**config.mk**
```make
export PLATFORM = sky130hd
export DESIGN_NAME = ebi_bridge_flat
export DESIGN_NICKNAME = d
export VERILOG_FILES = /design/src/rtl/ebi_bridge_if.sv /design/src/rtl/ebi_bridge.sv /design/src/flat_wrapper.sv
export SDC_FILE = /design/constraint.sdc
export NUM_CORES = 1
export LEC_CHECK = 0
export ABC_CLOCK_PERIOD_IN_PS = 2500
export BUFFER_PORTS_ARGS = -buffer_cell sky130_fd_sc_hd__buf_4
export CORE_UTILIZATION = 45
export DETAILED_ROUTE_END_ITERATION = 7
export PLACE_DENSITY = 0.7
export SLEW_MARGIN = 20
export SYNTH_ARGS = -nofsm -noshare
export SYNTH_HDL_FRONTEND = slang
export SYNTH_SLANG_ARGS = --single-unit
```
**constraint.sdc**
```tcl
create_clock -name clk -period 2.5 [get_ports clk]
set_clock_uncertainty 0.05 [all_clocks]
set_input_delay 0.25 -clock clk [delete_from_list [all_inputs] [get_ports clk]]
set_output_delay 0.25 -clock clk [all_outputs]
set_load 0.1 [all_outputs]
```
**src/rtl/ebi_bridge_if.sv**
```systemverilog
// Bus-side and FIFO-side signal bundle for the EBI bridge; the bridge sits on
// the slave modport, the MCU/FIFO environment on the master modport.
interface ebi_bridge_if #(
    parameter int DATA_W    = 16,
    parameter int ADDR_W    = 19,
    parameter int CMD_WORDS = 5,
    parameter int NUM_CH    = 2
);
    logic [DATA_W-1:0]           data_in;
    logic [DATA_W-1:0]           data_out;
    logic [ADDR_W-1:0]           addr;
    logic                        rd;
    logic                        wr;
    logic                        cs;
    logic [CMD_WORDS*DATA_W-1:0] cmd_fifo_data_in;
    logic                        cmd_fifo_wr_en;
    logic                        cmd_fifo_full;
    logic                        cmd_fifo_almost_full;
    logic [NUM_CH*DATA_W-1:0]    sample_fifo_data_out;
    logic [NUM_CH-1:0]           sample_fifo_rd_en;
    logic [NUM_CH-1:0]           sample_fifo_empty;
    logic                        irq;

    modport slave (
        input  data_in, addr, rd, wr, cs,
        input  cmd_fifo_full, cmd_fifo_almost_full,
        input  sample_fifo_data_out, sample_fifo_empty,
        output data_out, cmd_fifo_data_in, cmd_fifo_wr_en,
        output sample_fifo_rd_en, irq
    );

    modport master (
        output data_in, addr, rd, wr, cs,
        output cmd_fifo_full, cmd_fifo_almost_full,
        output sample_fifo_data_out, sample_fifo_empty,
        input  data_out, cmd_fifo_data_in, cmd_fifo_wr_en,
        input  sample_fifo_rd_en, irq
    );
endinterface

```
**src/rtl/ebi_bridge.sv**
```systemverilog
// EBI-to-FIFO bridge: assembles multi-word commands from bus writes, serves the
// sample FIFOs through per-channel prefetch registers, and raises maskable IRQs.
module ebi_bridge #(
    parameter int          DATA_W    = 16,
    parameter int          ADDR_W    = 19,
    parameter int          CMD_WORDS = 5,
    parameter int          NUM_CH    = 2,
    parameter logic [15:0] EMPTY_VAL = 16'hDEAD
) (
    input  logic        clk,
    input  logic        rst,
    ebi_bridge_if.slave bus
);
    localparam int CMD_BASE    = 3;
    localparam int SAMPLE_BASE = CMD_BASE + CMD_WORDS;
    localparam int CH_W        = (NUM_CH > 1) ? $clog2(NUM_CH) : 1;
    localparam int IRQ_W       = 12;
    localparam int OVF_BIT     = 10;
    localparam int UNF_BIT     = 11;
    localparam logic [IRQ_W-1:0] IRQ_IMPL = IRQ_W'((1 << NUM_CH) - 1) | 12'hC00;

    typedef enum logic [2:0] {
        ST_IDLE    = 3'd0,
        ST_FETCH   = 3'd1,
        ST_PUSH    = 3'd2,
        ST_WAIT    = 3'd3,
        ST_RD_WAIT = 3'd4
    } state_t;

    state_t state_reg, state_next;

    logic                  acc_rd, acc_wr;
    logic                  hit_status, hit_mask, hit_pend;
    logic [CMD_WORDS-1:0]  cmd_hit;
    logic [NUM_CH-1:0]     smp_hit;
    logic [CH_W-1:0]       smp_idx;
    logic                  last_cmd_wr;
    logic                  smp_rd;

    logic                  rd_d_reg, rd_dd_reg, rd_done;
    logic [CH_W-1:0]       rd_ch_reg;

    logic                  cmd_push, ovf_set, unf_set, reg_wr, rd_enter, rd_release;
    logic [CMD_WORDS-1:0]  slot_we;
    logic [CMD_WORDS-1:0][DATA_W-1:0] slot_reg;

    logic [NUM_CH-1:0]     valid_reg, valid_d_reg, capture_reg, fill_req, in_rd_wait;
    logic [NUM_CH-1:0][DATA_W-1:0] pref_reg, fifo_word, smp_value;

    logic [IRQ_W-1:0]      mask_reg, pend_reg, pend_set, pend_clr;
    logic                  irq_reg;

    logic [DATA_W-1:0]     status;
    logic [DATA_W-1:0]     rd_value;
    logic [DATA_W-1:0]     data_out_reg;

    // ---------------- address decode ----------------
    assign acc_rd     = bus.cs & bus.rd;
    assign acc_wr     = bus.cs & bus.wr;
    assign hit_status = (bus.addr == ADDR_W'(0));
    assign hit_mask   = (bus.addr == ADDR_W'(1));
    assign hit_pend   = (bus.addr == ADDR_W'(2));

    genvar gi;
    generate
        for (gi = 0; gi < CMD_WORDS; gi++) begin : g_cmd_dec
            assign cmd_hit[gi] = (bus.addr == ADDR_W'(CMD_BASE + gi));
        end
        for (gi = 0; gi < NUM_CH; gi++) begin : g_smp_dec
            assign smp_hit[gi] = (bus.addr == ADDR_W'(SAMPLE_BASE + gi));
        end
    endgenerate

    assign last_cmd_wr = acc_wr & cmd_hit[CMD_WORDS-1];
    assign smp_rd      = acc_rd & (|smp_hit);

    always_comb begin
        smp_idx = '0;
        for (int i = 0; i < NUM_CH; i++) begin
            if (smp_hit[i]) begin
                smp_idx = CH_W'(i);
            end
        end
    end

    // Read completion is the falling edge of cs&rd seen two flops downstream.
    always_ff @(posedge clk) begin
        if (rst) begin
            rd_d_reg  <= 1'b0;
            rd_dd_reg <= 1'b0;
        end else begin
            rd_d_reg  <= acc_rd;
            rd_dd_reg <= rd_d_reg;
        end
    end
    assign rd_done = rd_dd_reg & ~rd_d_reg;

    // ---------------- control FSM ----------------
    always_ff @(posedge clk) begin
        if (rst) begin
            state_reg <= ST_IDLE;
        end else begin
            state_reg <= state_next;
        end
    end

    always_comb begin
        state_next = state_reg;
        case (state_reg)
            ST_IDLE:    state_next = ST_FETCH;
            ST_FETCH: begin
                if (last_cmd_wr) begin
                    state_next = ST_PUSH;
                end else if (smp_rd) begin
                    state_next = ST_RD_WAIT;
                end
            end
            ST_PUSH:    state_next = ST_WAIT;
            ST_WAIT: begin
                if (!bus.rd && !bus.wr) begin
                    state_next = ST_FETCH;
                end
            end
            ST_RD_WAIT: begin
                if (rd_done) begin
                    state_next = ST_FETCH;
                end
            end
            default:    state_next = ST_IDLE;
        endcase
    end

    always_comb begin
        cmd_push   = 1'b0;
        ovf_set    = 1'b0;
        unf_set    = 1'b0;
        reg_wr     = 1'b0;
        rd_enter   = 1'b0;
        rd_release = 1'b0;
        slot_we    = '0;
        case (state_reg)
            ST_FETCH: begin
                reg_wr = acc_wr;
                if (acc_wr) begin
                    slot_we = cmd_hit;
                end
                if (!last_cmd_wr && smp_rd) begin
                    rd_enter = 1'b1;
                    unf_set  = ~(|(valid_reg & smp_hit));
                end
            end
            ST_PUSH: begin
                // A full FIFO drops the command but keeps the slots for a retry.
                cmd_push = !rst && !bus.cmd_fifo_full;
                ovf_set  = bus.cmd_fifo_full;
            end
            ST_RD_WAIT: rd_release = rd_done;
            default: ;
        endcase
    end

    always_ff @(posedge clk) begin
        if (rst) begin
            rd_ch_reg <= '0;
        end else if (rd_enter) begin
            rd_ch_reg <= smp_idx;
        end
    end

    assign bus.cmd_fifo_wr_en = cmd_push;

    // ---------------- command word assembly ----------------
    always_ff @(posedge clk) begin
        if (rst) begin
            slot_reg <= '0;
        end else begin
            for (int k = 0; k < CMD_WORDS; k++) begin
                if (slot_we[k]) begin
                    slot_reg[k] <= bus.data_in;
                end
            end
        end
    end

    generate
        for (gi = 0; gi < CMD_WORDS; gi++) begin : g_cmd_pack
            assign bus.cmd_fifo_data_in[(CMD_WORDS-gi)*DATA_W-1 -: DATA_W] = slot_reg[gi];
        end
    endgenerate

    // ---------------- per-channel prefetch ----------------
    // valid rises the cycle after the pop; the FIFO word is only on its output
    // during that cycle, so reads bypass to it until it lands in pref_reg.
    generate
        for (gi = 0; gi < NUM_CH; gi++) begin : g_ch
            assign in_rd_wait[gi] = (state_reg == ST_RD_WAIT) && (rd_ch_reg == CH_W'(gi));
            assign fill_req[gi]   = !rst && !valid_reg[gi] && !bus.sample_fifo_empty[gi]
                                    && !capture_reg[gi] && !in_rd_wait[gi];
            assign fifo_word[gi]  = bus.sample_fifo_data_out[gi*DATA_W +: DATA_W];
            assign smp_value[gi]  = capture_reg[gi] ? fifo_word[gi] : pref_reg[gi];
        end
    endgenerate

    assign bus.sample_fifo_rd_en = fill_req;

    always_ff @(posedge clk) begin
        if (rst) begin
            valid_reg   <= '0;
            valid_d_reg <= '0;
            capture_reg <= '0;
            pref_reg    <= '0;
        end else begin
            valid_d_reg <= valid_reg;
            capture_reg <= fill_req;
            for (int c = 0; c < NUM_CH; c++) begin
                if (capture_reg[c]) begin
                    pref_reg[c] <= fifo_word[c];
                end
                if (fill_req[c]) begin
                    valid_reg[c] <= 1'b1;
                end else if (in_rd_wait[c] && rd_release) begin
                    valid_reg[c] <= 1'b0;
                end
            end
        end
    end

    // ---------------- interrupt controller ----------------
    always_comb begin
        pend_set                = '0;
        pend_set[NUM_CH-1:0]    = valid_reg & ~valid_d_reg;
        pend_set[OVF_BIT]       = ovf_set;
        pend_set[UNF_BIT]       = unf_set;
    end

    assign pend_clr = (reg_wr && hit_pend) ? (bus.data_in[IRQ_W-1:0] & IRQ_IMPL) : '0;

    always_ff @(posedge clk) begin
        if (rst) begin
            mask_reg <= '0;
            pend_reg <= '0;
            irq_reg  <= 1'b0;
        end else begin
            if (reg_wr && hit_mask) begin
                mask_reg <= bus.data_in[IRQ_W-1:0] & IRQ_IMPL;
            end
            pend_reg <= (pend_reg & ~pend_clr) | pend_set;
            irq_reg  <= |(pend_reg & mask_reg);
        end
    end

    assign bus.irq = irq_reg;

    // ---------------- register read path ----------------
    always_comb begin
        status              = '0;
        status[NUM_CH-1:0]  = valid_reg;
        status[8]           = bus.cmd_fifo_full;
        status[9]           = bus.cmd_fifo_almost_full;
        status[OVF_BIT]     = pend_reg[OVF_BIT];
        status[UNF_BIT]     = pend_reg[UNF_BIT];
    end

    always_comb begin
        rd_value = '0;
        if (hit_status) begin
            rd_value = status;
        end else if (hit_mask) begin
            rd_value = DATA_W'(mask_reg);
        end else if (hit_pend) begin
            rd_value = DATA_W'(pend_reg);
        end
        for (int c = 0; c < NUM_CH; c++) begin
            if (smp_hit[c]) begin
                rd_value = valid_reg[c] ? smp_value[c] : DATA_W'(EMPTY_VAL);
            end
        end
    end

    always_ff @(posedge clk) begin
        if (rst) begin
            data_out_reg <= '0;
        end else if (acc_rd) begin
            data_out_reg <= rd_value;
        end
    end

    assign bus.data_out = data_out_reg;

endmodule

```
**src/flat_wrapper.sv**
```systemverilog
// flat-port wrapper written by rule: the top's interface ports become plain ports
module ebi_bridge_flat 
#(
    parameter int          DATA_W    = 16,
    parameter int          ADDR_W    = 19,
    parameter int          CMD_WORDS = 5,
    parameter int          NUM_CH    = 2,
    parameter logic [15:0] EMPTY_VAL = 16'hDEAD
)
  (clk, rst, bus_data_in, bus_addr, bus_rd, bus_wr, bus_cs, bus_cmd_fifo_full, bus_cmd_fifo_almost_full, bus_sample_fifo_data_out, bus_sample_fifo_empty, bus_data_out, bus_cmd_fifo_data_in, bus_cmd_fifo_wr_en, bus_sample_fifo_rd_en, bus_irq);
  ebi_bridge_if #(.DATA_W(DATA_W), .ADDR_W(ADDR_W), .CMD_WORDS(CMD_WORDS), .NUM_CH(NUM_CH)) bus_i ();
  input  logic clk;
  input  logic rst;
  input wire logic [$bits(bus_i.data_in)-1:0] bus_data_in;
  input wire logic [$bits(bus_i.addr)-1:0] bus_addr;
  input wire logic [$bits(bus_i.rd)-1:0] bus_rd;
  input wire logic [$bits(bus_i.wr)-1:0] bus_wr;
  input wire logic [$bits(bus_i.cs)-1:0] bus_cs;
  input wire logic [$bits(bus_i.cmd_fifo_full)-1:0] bus_cmd_fifo_full;
  input wire logic [$bits(bus_i.cmd_fifo_almost_full)-1:0] bus_cmd_fifo_almost_full;
  input wire logic [$bits(bus_i.sample_fifo_data_out)-1:0] bus_sample_fifo_data_out;
  input wire logic [$bits(bus_i.sample_fifo_empty)-1:0] bus_sample_fifo_empty;
  output wire logic [$bits(bus_i.data_out)-1:0] bus_data_out;
  output wire logic [$bits(bus_i.cmd_fifo_data_in)-1:0] bus_cmd_fifo_data_in;
  output wire logic [$bits(bus_i.cmd_fifo_wr_en)-1:0] bus_cmd_fifo_wr_en;
  output wire logic [$bits(bus_i.sample_fifo_rd_en)-1:0] bus_sample_fifo_rd_en;
  output wire logic [$bits(bus_i.irq)-1:0] bus_irq;
  assign bus_i.data_in = bus_data_in;
  assign bus_i.addr = bus_addr;
  assign bus_i.rd = bus_rd;
  assign bus_i.wr = bus_wr;
  assign bus_i.cs = bus_cs;
  assign bus_i.cmd_fifo_full = bus_cmd_fifo_full;
  assign bus_i.cmd_fifo_almost_full = bus_cmd_fifo_almost_full;
  assign bus_i.sample_fifo_data_out = bus_sample_fifo_data_out;
  assign bus_i.sample_fifo_empty = bus_sample_fifo_empty;
  assign bus_data_out = bus_i.data_out;
  assign bus_cmd_fifo_data_in = bus_i.cmd_fifo_data_in;
  assign bus_cmd_fifo_wr_en = bus_i.cmd_fifo_wr_en;
  assign bus_sample_fifo_rd_en = bus_i.sample_fifo_rd_en;
  assign bus_irq = bus_i.irq;
  ebi_bridge #(.DATA_W(DATA_W), .ADDR_W(ADDR_W), .CMD_WORDS(CMD_WORDS), .NUM_CH(NUM_CH), .EMPTY_VAL(EMPTY_VAL)) u_core (.clk(clk), .rst(rst), .bus(bus_i));
endmodule
```
==> run summary <==
Outcome = completed
Post-synth ARST share = 0%
Worst slew margin = 51.4%
Skew-Pair Late Insertion Delay = 0.43 ns
Unrepaired setup endpoints after global routing = no
# setup viols final = 0
Residual DRC count = 0
R2R Setup Slk = 0.16 ns
Horiz. Die Dim = 120 um
Initial antenna violation count = 0
Psw = 1.36 mW
IO Port Bufs = 175
WHS Path Cells = 2
Pwr Density = 680 mW/mm^2
FF-to-FF End = u_core.bus.cmd_fifo_data_in[66]
Die height = 120 um
Synth Instances = 649
Synth unique cells = 55
Die Area = 0.0145 mm^2
Max-cap violations = 0
GRT Total Usage = 24.8%
Max FFs per register = 80
IO Count = 176
Crit path DAT = 2.57 ns
Compound-gate portion of the synthesized area = 9.89%
XOR/XNOR Fraction of Synth Area = 0%
Final net count = 882
Ys flop type = dfxtp_1
Critical path class = reg -> reg
Largest family of logic cells by synthesized area = simple AND/OR/NAND/NOR gates
Synth Cell Area = 0.00631 mm^2
Seq pwr share = 43.3%
Syn. warnings = 0
Final WL = 17200 um
DRT Pass-1 Iters = 5
Antenna fix cells = 0
Final setup margin = 0.161 ns
Max Clk Rate = 427 MHz
R2R cell count = 4
Final clock period utilization by the worst path = 93.6%
CTS Root Cell = clkbuf_16
Slew Limit Fails = 0
Share of layout cells above drive strength 1 = 28.3%
Share of the yosys chip area belonging to registers = 47.3%
Via count = 5419
Simple-gate share of the synthesized area = 23.1%
First-pass GRT wire length = 28100 um
Pin slew with the least headroom to its limit = 0.727 ns
Synth Area per Inst = 9.73 um^2
DPL Wire Length = 12400 um
Clock Sinks = 149
FF-to-FF Start = u_core.state_reg[2]
CTS resizes = 0
Final-report hold violation count = 0
Multi-input logic area = 0.00307 mm^2
Hold buffer count at cts = 0
Max Buffers Root-to-Sink = 2
Final-layout fill cell count = 1196
CP required = 2.73 ns
Starting density of the core = 46.9%
Hold Path Sink = u_core.pend_reg[10]
Setup Fix Bufs, Post-CTS = 0
GR Overflow Total = 0
Placeable Area = 0.0135 mm^2
Largest net degree at the start of global routing = 76
Avg WL per Cell = 17.3 um
Hold Path Class = in -> reg
Reg clk slew, reported paths = 0.06 ns
Peak VDD IR = 0.356 mV
Total CTS buffers = 17
Cell Rows = 42
Crit end category = flop
Drt initial violations = 349
Hold_ws = 0.0237 ns
CP startpoint kind = flop
Pint = 4.32 mW
Mux contribution to synthesized area = 15.4%
Number of synthesized flops with an enable pin = 0
Place WS = 0.209 ns
Net Count, Synth = 725
Hold path startpoint = bus_data_in[10]
CTS tree = yes
Synth Area in Adders = 0%
Routed vias/inst = 5.45
Storage element area = 0.00298 mm^2
Register bit count reported by yosys = 149
Routability cong. = 0.824
Pleak = 3.65 nW
Number of global-route vias before repair = 5516
H-tree depth = 4
Critical Path Fanout Max = 16
Switch share = 23.9%
Final min period = 2.34 ns
Remaining antenna violation count after routing = 0
Clk pwr share = 48.8%
Logic gate share of total power = 7.9%
Area Overhead vs Synth = 32.2%
## cells in the mapped netlist, types with 5 or more instances
| cell | n | area (um^2) |
|---|---|---|
| nor3_1 | 5 | 25.0 |
| o21ai_0 | 15 | 75.1 |
| or3_1 | 5 | 31.3 |
| nand3_1 | 28 | 140 |
| mux2i_1 | 96 | 961 |
| nand2b_1 | 86 | 538 |
| a311oi_1 | 7 | 61.3 |
| dfxtp_1 | 149 | 2980 |
| clkbuf_1 | 28 | 105 |
| buf_2 | 13 | 65.1 |
| nand2_1 | 22 | 82.6 |
| o31ai_1 | 8 | 60.1 |
| nor3b_1 | 6 | 45.0 |
| buf_6 | 5 | 56.3 |
| o21ai_1 | 8 | 40.0 |
| a21oi_1 | 35 | 175 |
| nor2b_1 | 9 | 56.3 |
| and3_1 | 12 | 75.1 |
| nor2_1 | 48 | 180 |
## logic make-up after synthesis
group                  count (synthesis)
and+or+nand+nor                      252
DFF                                  149
AOI/OAI and AO/OA                     98
muxes                                 97
buffers and inverters                 53
## power groups by stage
stage	sequential [mW]	clock, mW	combinational [mW]
after global routing	2.46	2.91	0.487
final	2.46	2.77	0.449
after detailed placement	2.51	0	0.449
after floorplan	2.52	0	0.252
after global placement	2.51	0	0.437
after CTS	2.46	2.81	0.450
## through the flow
step	cell area, um^2	TNS [ns]	utilization [%]	cells	power [mW]
after CTS	8350	0	62.0	995	5.71
after floorplan	6320	-0.00906	-	649	2.77
final	8350	0	62.0	995	5.67
after detailed placement	7700	0	57.3	963	2.96
after global routing	8350	0	62.0	995	5.86
after global placement	7700	0	57.3	963	2.94
## area by class of cell
class | instances | area share (%)
Multi-Input combinational cell | 447 | 36.8
Sequential cell | 149 | 35.7
Timing Repair Buffer | 187 | 17.0
Clock buffer | 17 | 5.10
Tap cell | 176 | 2.64
Clock inverter | 15 | 2.59
Inverter | 4 | 0.180
## worst max-delay path, cell delays in order (launching register included)
cell and delay [ns]:
dfxtp_1 0.40, or3b_4 0.48, or4_1 0.84, o21ai_0 0.32
a21oi_1 0.09
## cells in the final DEF (no fill, tap or decap), types with 3 or more instances in the layout
cell type and count:
or3_1 5, o2bb2ai_1 3, nand3_1 28, nor4_1 4
nor3b_1 5, nand4_1 4, o21ai_0 15, nand2b_1 86
a311oi_1 7, inv_6 5, nand2_1 22, o21a_1 3
a21oi_1 35, and2_1 3, bufinv_16 4, nor2_1 48
a32o_1 3, o31ai_1 8, dfxtp_1 149, o21ai_1 8
nor3_1 5, and3_1 12, inv_1 4, nor2b_1 9
nand3b_1 3, buf_4 186, clkbuf_16 17, mux2i_1 96
## how the worst max path moves through the flow
stage / depth (start not counted) / endpoint / start
CTS: 4 / u_core.bus.cmd_fifo_data_in[66] / u_core.state_reg[2]
detailed placement: 4 / u_core.bus.cmd_fifo_data_in[66] / u_core.state_reg[2]
floorplan: 5 / bus_cmd_fifo_wr_en / rst
global route: 4 / u_core.bus.cmd_fifo_data_in[66] / u_core.state_reg[2]
finish: 4 / u_core.bus.cmd_fifo_data_in[66] / u_core.state_reg[2]
global placement: 4 / u_core.bus.cmd_fifo_data_in[68] / u_core.state_reg[2]
## metal layers
metal	share of wire, %	track usage (%)
met1	42	29.8
met2	48	42.0
met3	7.6	6.89
met4	2.0	9.34
met5	0	0
(Power assumes the default switching activity.)
